## config.mk

```make
export PLATFORM = sky130hd
export DESIGN_NAME = multicycle_control_fsm
export DESIGN_NICKNAME = d
export VERILOG_FILES = /design/src/rtl/multicycle_control_fsm.sv
export SDC_FILE = /design/constraint.sdc
export NUM_CORES = 1
export LEC_CHECK = 0
export ABC_AREA = 1
export CORE_MARGIN = 1.5
export CORE_UTILIZATION = 37
export DETAILED_ROUTE_END_ITERATION = 7
export PLACE_DENSITY_LB_ADDON = 0.08
export SYNTH_ARGS = -nofsm -noshare
export SYNTH_HDL_FRONTEND = slang
export SYNTH_SLANG_ARGS = --single-unit
```

## constraint.sdc

```tcl
create_clock -name clk -period 1.4 [get_ports clk]
set_input_delay 0.14 -clock clk [delete_from_list [all_inputs] [get_ports clk]]
set_output_delay 0.14 -clock clk [all_outputs]
set_load 0.03 [all_outputs]
```

## src/rtl/multicycle_control_fsm.sv

```systemverilog
// Moore control unit for the 16-bit multicycle processor: sequences fetch/decode/execute
// and drives every datapath strobe. Define CTRL_ILLEGAL_TRAP_EN to add the HALT trap and O_Halt.
module multicycle_control_fsm #(
  parameter int ST_W = 4
) (
  input  logic            clk,
  input  logic            rst_n,
  input  logic [3:0]      OPCODE,
  input  logic [3:0]      FUNCFIELD,
  input  logic            I_MemReady,
  output logic            C_IRWrite,
  output logic            C_PCWrite,
  output logic            C_PCWriteCond,
  output logic            C_BranchNE,
  output logic            C_IorD,
  output logic            C_MemRead,
  output logic            C_MemWrite,
  output logic            C_MemtoReg,
  output logic            C_RegWrite,
  output logic            C_ALUSrcA,
  output logic [1:0]      C_ALUSrcB,
  output logic [2:0]      C_ALUOp,
  output logic [1:0]      C_PCSource,
  output logic [ST_W-1:0] O_State
`ifdef CTRL_ILLEGAL_TRAP_EN
  ,
  output logic            O_Halt
`endif
);

  typedef enum logic [ST_W-1:0] {
    INIT     = 4'd0,
    FETCH    = 4'd1,
    DECODE   = 4'd2,
    EXEC_R   = 4'd3,
    EXEC_I   = 4'd4,
    ALU_WB   = 4'd5,
    MEM_ADDR = 4'd6,
    MEM_RD   = 4'd7,
    MEM_WB   = 4'd8,
    MEM_WR   = 4'd9,
    BRANCH   = 4'd10,
    JUMP     = 4'd11
`ifdef CTRL_ILLEGAL_TRAP_EN
    ,
    HALT     = 4'd12
`endif
  } state_t;

  localparam logic [2:0] ALU_ADD  = 3'b000;
  localparam logic [2:0] ALU_SUB  = 3'b001;
  localparam logic [2:0] ALU_NAND = 3'b010;
  localparam logic [2:0] ALU_OR   = 3'b011;
  localparam logic [2:0] ALU_SHL  = 3'b100;
  localparam logic [2:0] ALU_SHR  = 3'b101;
  localparam logic [2:0] ALU_SAR  = 3'b110;

  state_t state_r;
  state_t next_state_s;
  logic   shift_legal_s;

  // Only funct codes 1..3 are defined under the R-type shift opcode.
  assign shift_legal_s = (FUNCFIELD == 4'b0001) || (FUNCFIELD == 4'b0010) ||
                         (FUNCFIELD == 4'b0011);
  assign O_State = state_r;

  // State register with synchronous active-low reset that overrides any pending transition.
  always_ff @(posedge clk) begin
    if (!rst_n) begin
      state_r <= INIT;
    end else begin
      state_r <= next_state_s;
    end
  end

  // Next-state logic and Moore control decode (IRWrite/PCWrite are the only ready-qualified strobes).
  always_comb begin
    next_state_s  = INIT;
    C_IRWrite     = 1'b0;
    C_PCWrite     = 1'b0;
    C_PCWriteCond = 1'b0;
    C_BranchNE    = 1'b0;
    C_IorD        = 1'b0;
    C_MemRead     = 1'b0;
    C_MemWrite    = 1'b0;
    C_MemtoReg    = 1'b0;
    C_RegWrite    = 1'b0;
    C_ALUSrcA     = 1'b0;
    C_ALUSrcB     = 2'b00;
    C_ALUOp       = ALU_ADD;
    C_PCSource    = 2'b00;
`ifdef CTRL_ILLEGAL_TRAP_EN
    O_Halt        = 1'b0;
`endif
    case (state_r)
      INIT: next_state_s = FETCH;
      FETCH: begin
        C_MemRead = 1'b1;
        C_ALUSrcB = 2'b01;
        C_IRWrite = I_MemReady;
        C_PCWrite = I_MemReady;
        if (I_MemReady) begin
          next_state_s = DECODE;
        end else begin
          next_state_s = FETCH;
        end
      end
      DECODE: begin
        C_ALUSrcB = 2'b10;
        case (OPCODE)
          4'b1000, 4'b1100, 4'b1011, 4'b1111: next_state_s = EXEC_R;
          4'b0000: begin
            if (shift_legal_s) begin
              next_state_s = EXEC_R;
            end else begin
`ifdef CTRL_ILLEGAL_TRAP_EN
              next_state_s = HALT;
`else
              next_state_s = FETCH;
`endif
            end
          end
          4'b1001, 4'b1010, 4'b1101, 4'b1110, 4'b0111, 4'b0110: next_state_s = EXEC_I;
          4'b0001, 4'b0010: next_state_s = MEM_ADDR;
          4'b0100, 4'b0101: next_state_s = BRANCH;
          4'b0011:          next_state_s = JUMP;
          default:          next_state_s = FETCH;
        endcase
      end
      EXEC_R: begin
        C_ALUSrcA    = 1'b1;
        next_state_s = ALU_WB;
        case (OPCODE)
          4'b1100: C_ALUOp = ALU_SUB;
          4'b1011: C_ALUOp = ALU_NAND;
          4'b1111: C_ALUOp = ALU_OR;
          4'b0000: begin
            case (FUNCFIELD)
              4'b0001: C_ALUOp = ALU_SHL;
              4'b0010: C_ALUOp = ALU_SHR;
              4'b0011: C_ALUOp = ALU_SAR;
              default: C_ALUOp = ALU_ADD;
            endcase
          end
          default: C_ALUOp = ALU_ADD;
        endcase
      end
      EXEC_I: begin
        C_ALUSrcA    = 1'b1;
        next_state_s = ALU_WB;
        case (OPCODE)
          4'b1001: begin C_ALUSrcB = 2'b10; C_ALUOp = ALU_ADD;  end
          4'b1101: begin C_ALUSrcB = 2'b10; C_ALUOp = ALU_SUB;  end
          4'b1010: begin C_ALUSrcB = 2'b11; C_ALUOp = ALU_ADD;  end
          4'b1110: begin C_ALUSrcB = 2'b11; C_ALUOp = ALU_SUB;  end
          4'b0111: begin C_ALUSrcB = 2'b11; C_ALUOp = ALU_NAND; end
          4'b0110: begin C_ALUSrcB = 2'b11; C_ALUOp = ALU_OR;   end
          default: begin C_ALUSrcB = 2'b11; C_ALUOp = ALU_ADD;  end
        endcase
      end
      ALU_WB: begin
        C_RegWrite   = 1'b1;
        next_state_s = FETCH;
      end
      MEM_ADDR: begin
        C_ALUSrcA = 1'b1;
        C_ALUSrcB = 2'b10;
        if (OPCODE == 4'b0001) begin
          next_state_s = MEM_RD;
        end else begin
          next_state_s = MEM_WR;
        end
      end
      MEM_RD: begin
        C_MemRead = 1'b1;
        C_IorD    = 1'b1;
        if (I_MemReady) begin
          next_state_s = MEM_WB;
        end else begin
          next_state_s = MEM_RD;
        end
      end
      MEM_WB: begin
        C_RegWrite   = 1'b1;
        C_MemtoReg   = 1'b1;
        next_state_s = FETCH;
      end
      MEM_WR: begin
        C_MemWrite = 1'b1;
        C_IorD     = 1'b1;
        if (I_MemReady) begin
          next_state_s = FETCH;
        end else begin
          next_state_s = MEM_WR;
        end
      end
      BRANCH: begin
        C_ALUSrcA     = 1'b1;
        C_ALUOp       = ALU_SUB;
        C_PCWriteCond = 1'b1;
        C_PCSource    = 2'b01;
        C_BranchNE    = OPCODE[0];
        next_state_s  = FETCH;
      end
      JUMP: begin
        C_PCWrite    = 1'b1;
        C_PCSource   = 2'b10;
        next_state_s = FETCH;
      end
`ifdef CTRL_ILLEGAL_TRAP_EN
      HALT: begin
        O_Halt       = 1'b1;
        next_state_s = HALT;
      end
`endif
      default: next_state_s = INIT;
    endcase
  end

endmodule

```

==> impl_metrics.py, run 1 <==
metrics = {
    "run_status": {
        "stop_stage": "5_1_grt",
        "toolErrorMsg": "[ERROR GRT-0232] Routing congestion too high. Check the congestion heatmap in the GUI.",
        "status": "aborted with a tool error",
    },
    "synth": {
        "ys_ff_latch": 4,
        "syn_nets": 118,
        "yosysWarnings": 0,
        "synth_cells": 107,
        "synth.yosys.seq_area_share_pct": 14.51,
        "synth_area_um2": 551.8,
        "synth_area_per_cell_um2": 5.157,
        "synth.distinct_cells": 18,
    },
    "placement": {
        "hpwl_um": 1596,
        "portBuffers": 31,
        "place.gp.congestion": 0.8795,
    },
    "die": {
        "std_cell_rows": 13,
        "initial_core_util_pct": 40.87,
        "io_pins": 32,
        "die_h_um": 41.62,
        "die_w_um": 41.62,
    },
    "grt": {
        "grt_start_max_net_pins": 8,
        "gr-total-overflow": 4,
        "grt_usage_pct": 51.66,
    },
    "cts": {
        "clk_path_buf_depth": 2,
        "cts_root_buffer": "clkbuf_4",
        "cts_buffers": 3,
        "cts_hold_buf": 0,
        "cts_sinks": 4,
        "cts_max_level": 1,
    },
    "timing": {
        "worstEndpointType": "primary output",
        "worst_endpoint": "C_ALUOp[1]",
    },
}
-- cell families after synthesis --
kind of cell,synth area share (%)
flip-flops,14.51
buffers and inverters,14.97
AND/OR/NAND/NOR,53.74
AO/OA/AOI/OAI,16.78
-- cells in the mapped netlist, drive strengths merged --
cell / instances / area (µm²)
o22ai: 4 / 25.02
nor2: 22 / 102.6
o211ai: 1 / 7.510
nand3: 11 / 55.05
nor3: 1 / 5.000
a21oi: 2 / 10.01
o21ai: 5 / 28.78
a31oi: 1 / 6.260
buf: 1 / 7.510
inv: 20 / 75.07
o31ai: 2 / 15.01
dfxtp: 4 / 80.08
nand4: 2 / 12.51
nand2: 31 / 121.4
-- stage by stage --
stage          setup WS (ps)  hold WS [ps]  cell area [µm²]  instances
2_1_floorplan         -85.37         237.6            590.6        107
3_5_place_dp          -458.9         711.7             1022        172
3_3_place_gp          -401.8         702.2             1022        172
4_1_cts               -75.63         469.3             1174        179
-- metal layers --
layer  track usage (%)  GRT overflow
met1             51.06             0
met2             77.50             3
met3             19.57             0
met4             57.42             1
met5                 0             0
-- repair_timing --
action | in CTS
buffers inserted | 4
gates resized for setup | 44
setup endpoints to repair | 18
pin swaps | 6
==> run 2: changes to the inputs <==
--- a/config.mk
+++ b/config.mk
@@ -6,10 +6,10 @@
 export NUM_CORES = 1
 export LEC_CHECK = 0
 export ABC_AREA = 1
-export CORE_MARGIN = 1.5
-export CORE_UTILIZATION = 37
+export CORE_AREA = 2 2 63 65
 export DETAILED_ROUTE_END_ITERATION = 7
-export PLACE_DENSITY_LB_ADDON = 0.08
+export DIE_AREA = 0 0 65 67
+export PLACE_DENSITY_LB_ADDON = 0.15
 export SYNTH_ARGS = -nofsm -noshare
 export SYNTH_HDL_FRONTEND = slang
 export SYNTH_SLANG_ARGS = --single-unit
==> run 2 against run 1 <==
The flow now finishes, with violations (setup timing); synthesized area unchanged; synthesized cell count unchanged.
==> impl_metrics.py, run 2 <==
metrics = {
    "cts": {
        "clock_latency_ps": 210,
        "cts_root_buffer": "clkbuf_8",
        "cts_tree": "done",
        "cts_hold_buf": 0,
        "clk_path_buf_depth": 2,
        "cts_sinks": 4,
        "cts_buffers": 3,
        "cts_max_level": 1,
        "clk_pin_slew_ps": 30,
    },
    "run_status": {
        "status": "finished, violations left",
        "violations": "setup timing",
    },
    "final_layout": {
        "layout_commonest_cell": "buf_4",
        "utilization_pct": 38.38,
        "largest_reg_flops": 4,
        "synthToLayoutAreaGrowth_pct": 150.8,
        "stdcell_count": 217,
        "final_cell_mix": "buf_4, nand2_1, buf_6",
        "layout.nets": 182,
        "drive_gt1_share_pct": 57.99,
        "diodes": 0,
        "multi_input_area_um2": 576.8,
        "fillCellCount": 396,
        "regArea_um2": 90.09,
    },
    "timing": {
        "post-route-period-util_pct": 101.7,
        "maxSlewHeadroom_pct": 78.33,
        "finalWorstSetupSlack_ps": -23.26,
        "fin_skew_ps": 1.960,
        "rsz0062_at_grt": "yes",
        "period_minus_slack_ps": 1423,
        "setup_viol": 1,
        "hold_ws_ps": 484.4,
        "worst_pin_slew_ps": 326.3,
        "max_freq_mhz": 702.6,
        "tns_ps": -23.26,
        "hold_violations": 0,
        "slew_violations": 0,
    },
    "pwr": {
        "p_total_mw": 0.8338,
        "power_density_mw_per_mm2": 602.6,
        "p_leak_nw": 0.7052,
        "vdd_drop_max_mv": 0.2171,
    },
    "synth": {
        "async_flop_share_pct": 0,
        "synth.distinct_cells": 18,
        "yosysWarnings": 0,
        "synth.yosys.seq_area_share_pct": 14.51,
        "yosys.area.top_type_share_pct": 19.73,
        "yosysMostFrequentCell": "nand2_1",
        "synthTopCellsByCount": "nand2_1, inv_1, nor2_1, nand3_1, nor2_2",
        "syn_nets": 118,
        "synth_area_per_cell_um2": 5.157,
        "synth_edf_count": 0,
        "ys_ff_latch": 4,
        "yosysTopAreaCell": "nand2_1",
        "yosys_most_used_dff": "dfxtp_1",
        "synth_cells": 107,
        "ys_top_cells_by_area": "nand2_1, dfxtp_1, inv_1",
        "synth_area_um2": 551.8,
    },
    "setup_path": {
        "start_kind": "register",
        "timing.critical_path.from": "O_State[3]",
        "crit_type": "register to output port",
        "crit_path_end_kind": "output port",
        "critPathMaxFanout": 4,
        "arrival_ps": 1280,
        "crit_required_ps": 1260,
        "r2r_end": "O_State[1]",
        "rrSetupSlack_ps": 120,
        "reg2reg_from": "O_State[2]",
        "reg2reg_depth": 8,
    },
    "placement": {
        "place.gp.congestion": 0.8501,
        "hpwl_um": 1833,
        "dp.cells": 210,
        "portBuffers": 31,
    },
    "grt": {
        "grt_start_max_net_pins": 8,
        "gr-total-overflow": 0,
        "grt.met2_usage_pct": 17.78,
        "grt_util_met3_pct": 1.689,
        "busiest_layer": "met2",
        "grt_pass1_vias": 813,
        "antenna_found_initial": 0,
        "grt_usage_pct": 9.356,
        "grt_first_pass_wirelength_um": 3236,
        "gr-usage-met1_pct": 10.75,
    },
    "die": {
        "initial_core_util_pct": 15.30,
        "std_cell_rows": 22,
        "io_pins": 32,
        "die_h_um": 67,
        "die_w_um": 65,
        "die_area_mm2": 0.004355,
        "coreArea_mm2": 0.003606,
    },
    "hold_path": {
        "holdPathStages": 3,
        "min_to": "O_State[0]",
        "hold_class": "input port to register",
        "hold_path_startpoint": "rst_n",
    },
    "detailed_routing": {
        "post_drt_wl_per_cell_um": 10.29,
        "drt-initial-drc-count": 21,
        "num_vias": 897,
        "ant_nets": 0,
        "via_per_inst": 4.134,
        "drt-total-wl_um": 2234,
        "drc": 0,
        "drtPass1Iterations": 4,
    },
    "job": {
        "cap_viol_max_count": 0,
    },
}
[run 2: how the worst max path moves through the flow]
stage / to / depth (start not counted)
after global routing: C_ALUOp[0] / 7
after CTS: C_ALUOp[1] / 7
after global placement: C_ALUSrcB[0] / 7
after floorplan: C_BranchNE / 4
after detailed placement: C_ALUSrcB[0] / 7
final: C_ALUOp[1] / 7
[run 2: logic make-up after synthesis]
kind of cell / count (synthesis) / share of synthesized area [%]
and+or+nand+nor: 67 / 53.74
buffers and inverters: 21 / 14.97
AOI/OAI and AO/OA: 15 / 16.78
DFF: 4 / 14.51
[run 2: layer usage]
layer,vias up,routed length (µm)
li1,470,-
met1,403,951
met2,24,1164
met3,0,118
met4,0,0
met5,-,0
[run 2: cell type report]
cell class              instances  area share (%)
multi-input cells              82           41.68
repair buffers                 60           38.70
flip-flops and latches          4           6.510
inverters                      20           5.787
well taps                      48           4.340
clock buffers                   3           2.984
[run 2: repair_timing]
item                                    4_1_cts  5_1_grt
setup buffers                                 2        2
resized for setup                            50       30
pin swaps                                     6        7
endpoints found under the hold margin         0        0
endpoints found under the setup margin       18       16
[run 2: stage by stage]
stage               setup WS (ps)  area (µm²)
floorplan                  -85.37       590.6
global placement           -426.1        1101
detailed placement         -436.0        1101
CTS                        -15.37        1276
global route               -88.30        1384
finish                     -23.26        1384
[run 2: worst max-delay path: stages, from the launching register on]
cell and delay (ps):
dfxtp_4 350, inv_2 50, nand2_2 60, nor2_4 110, buf_6 130, inv_4 40
o31ai_4 170, buf_6 160
[run 2: power by group]
group / switching, mW / internal, mW
Combinational: 0.264 / 0.206
Clock: 0.0500 / 0.182
Sequential: 0.00824 / 0.123
Note: power is estimated with default switching activity, not from simulation.
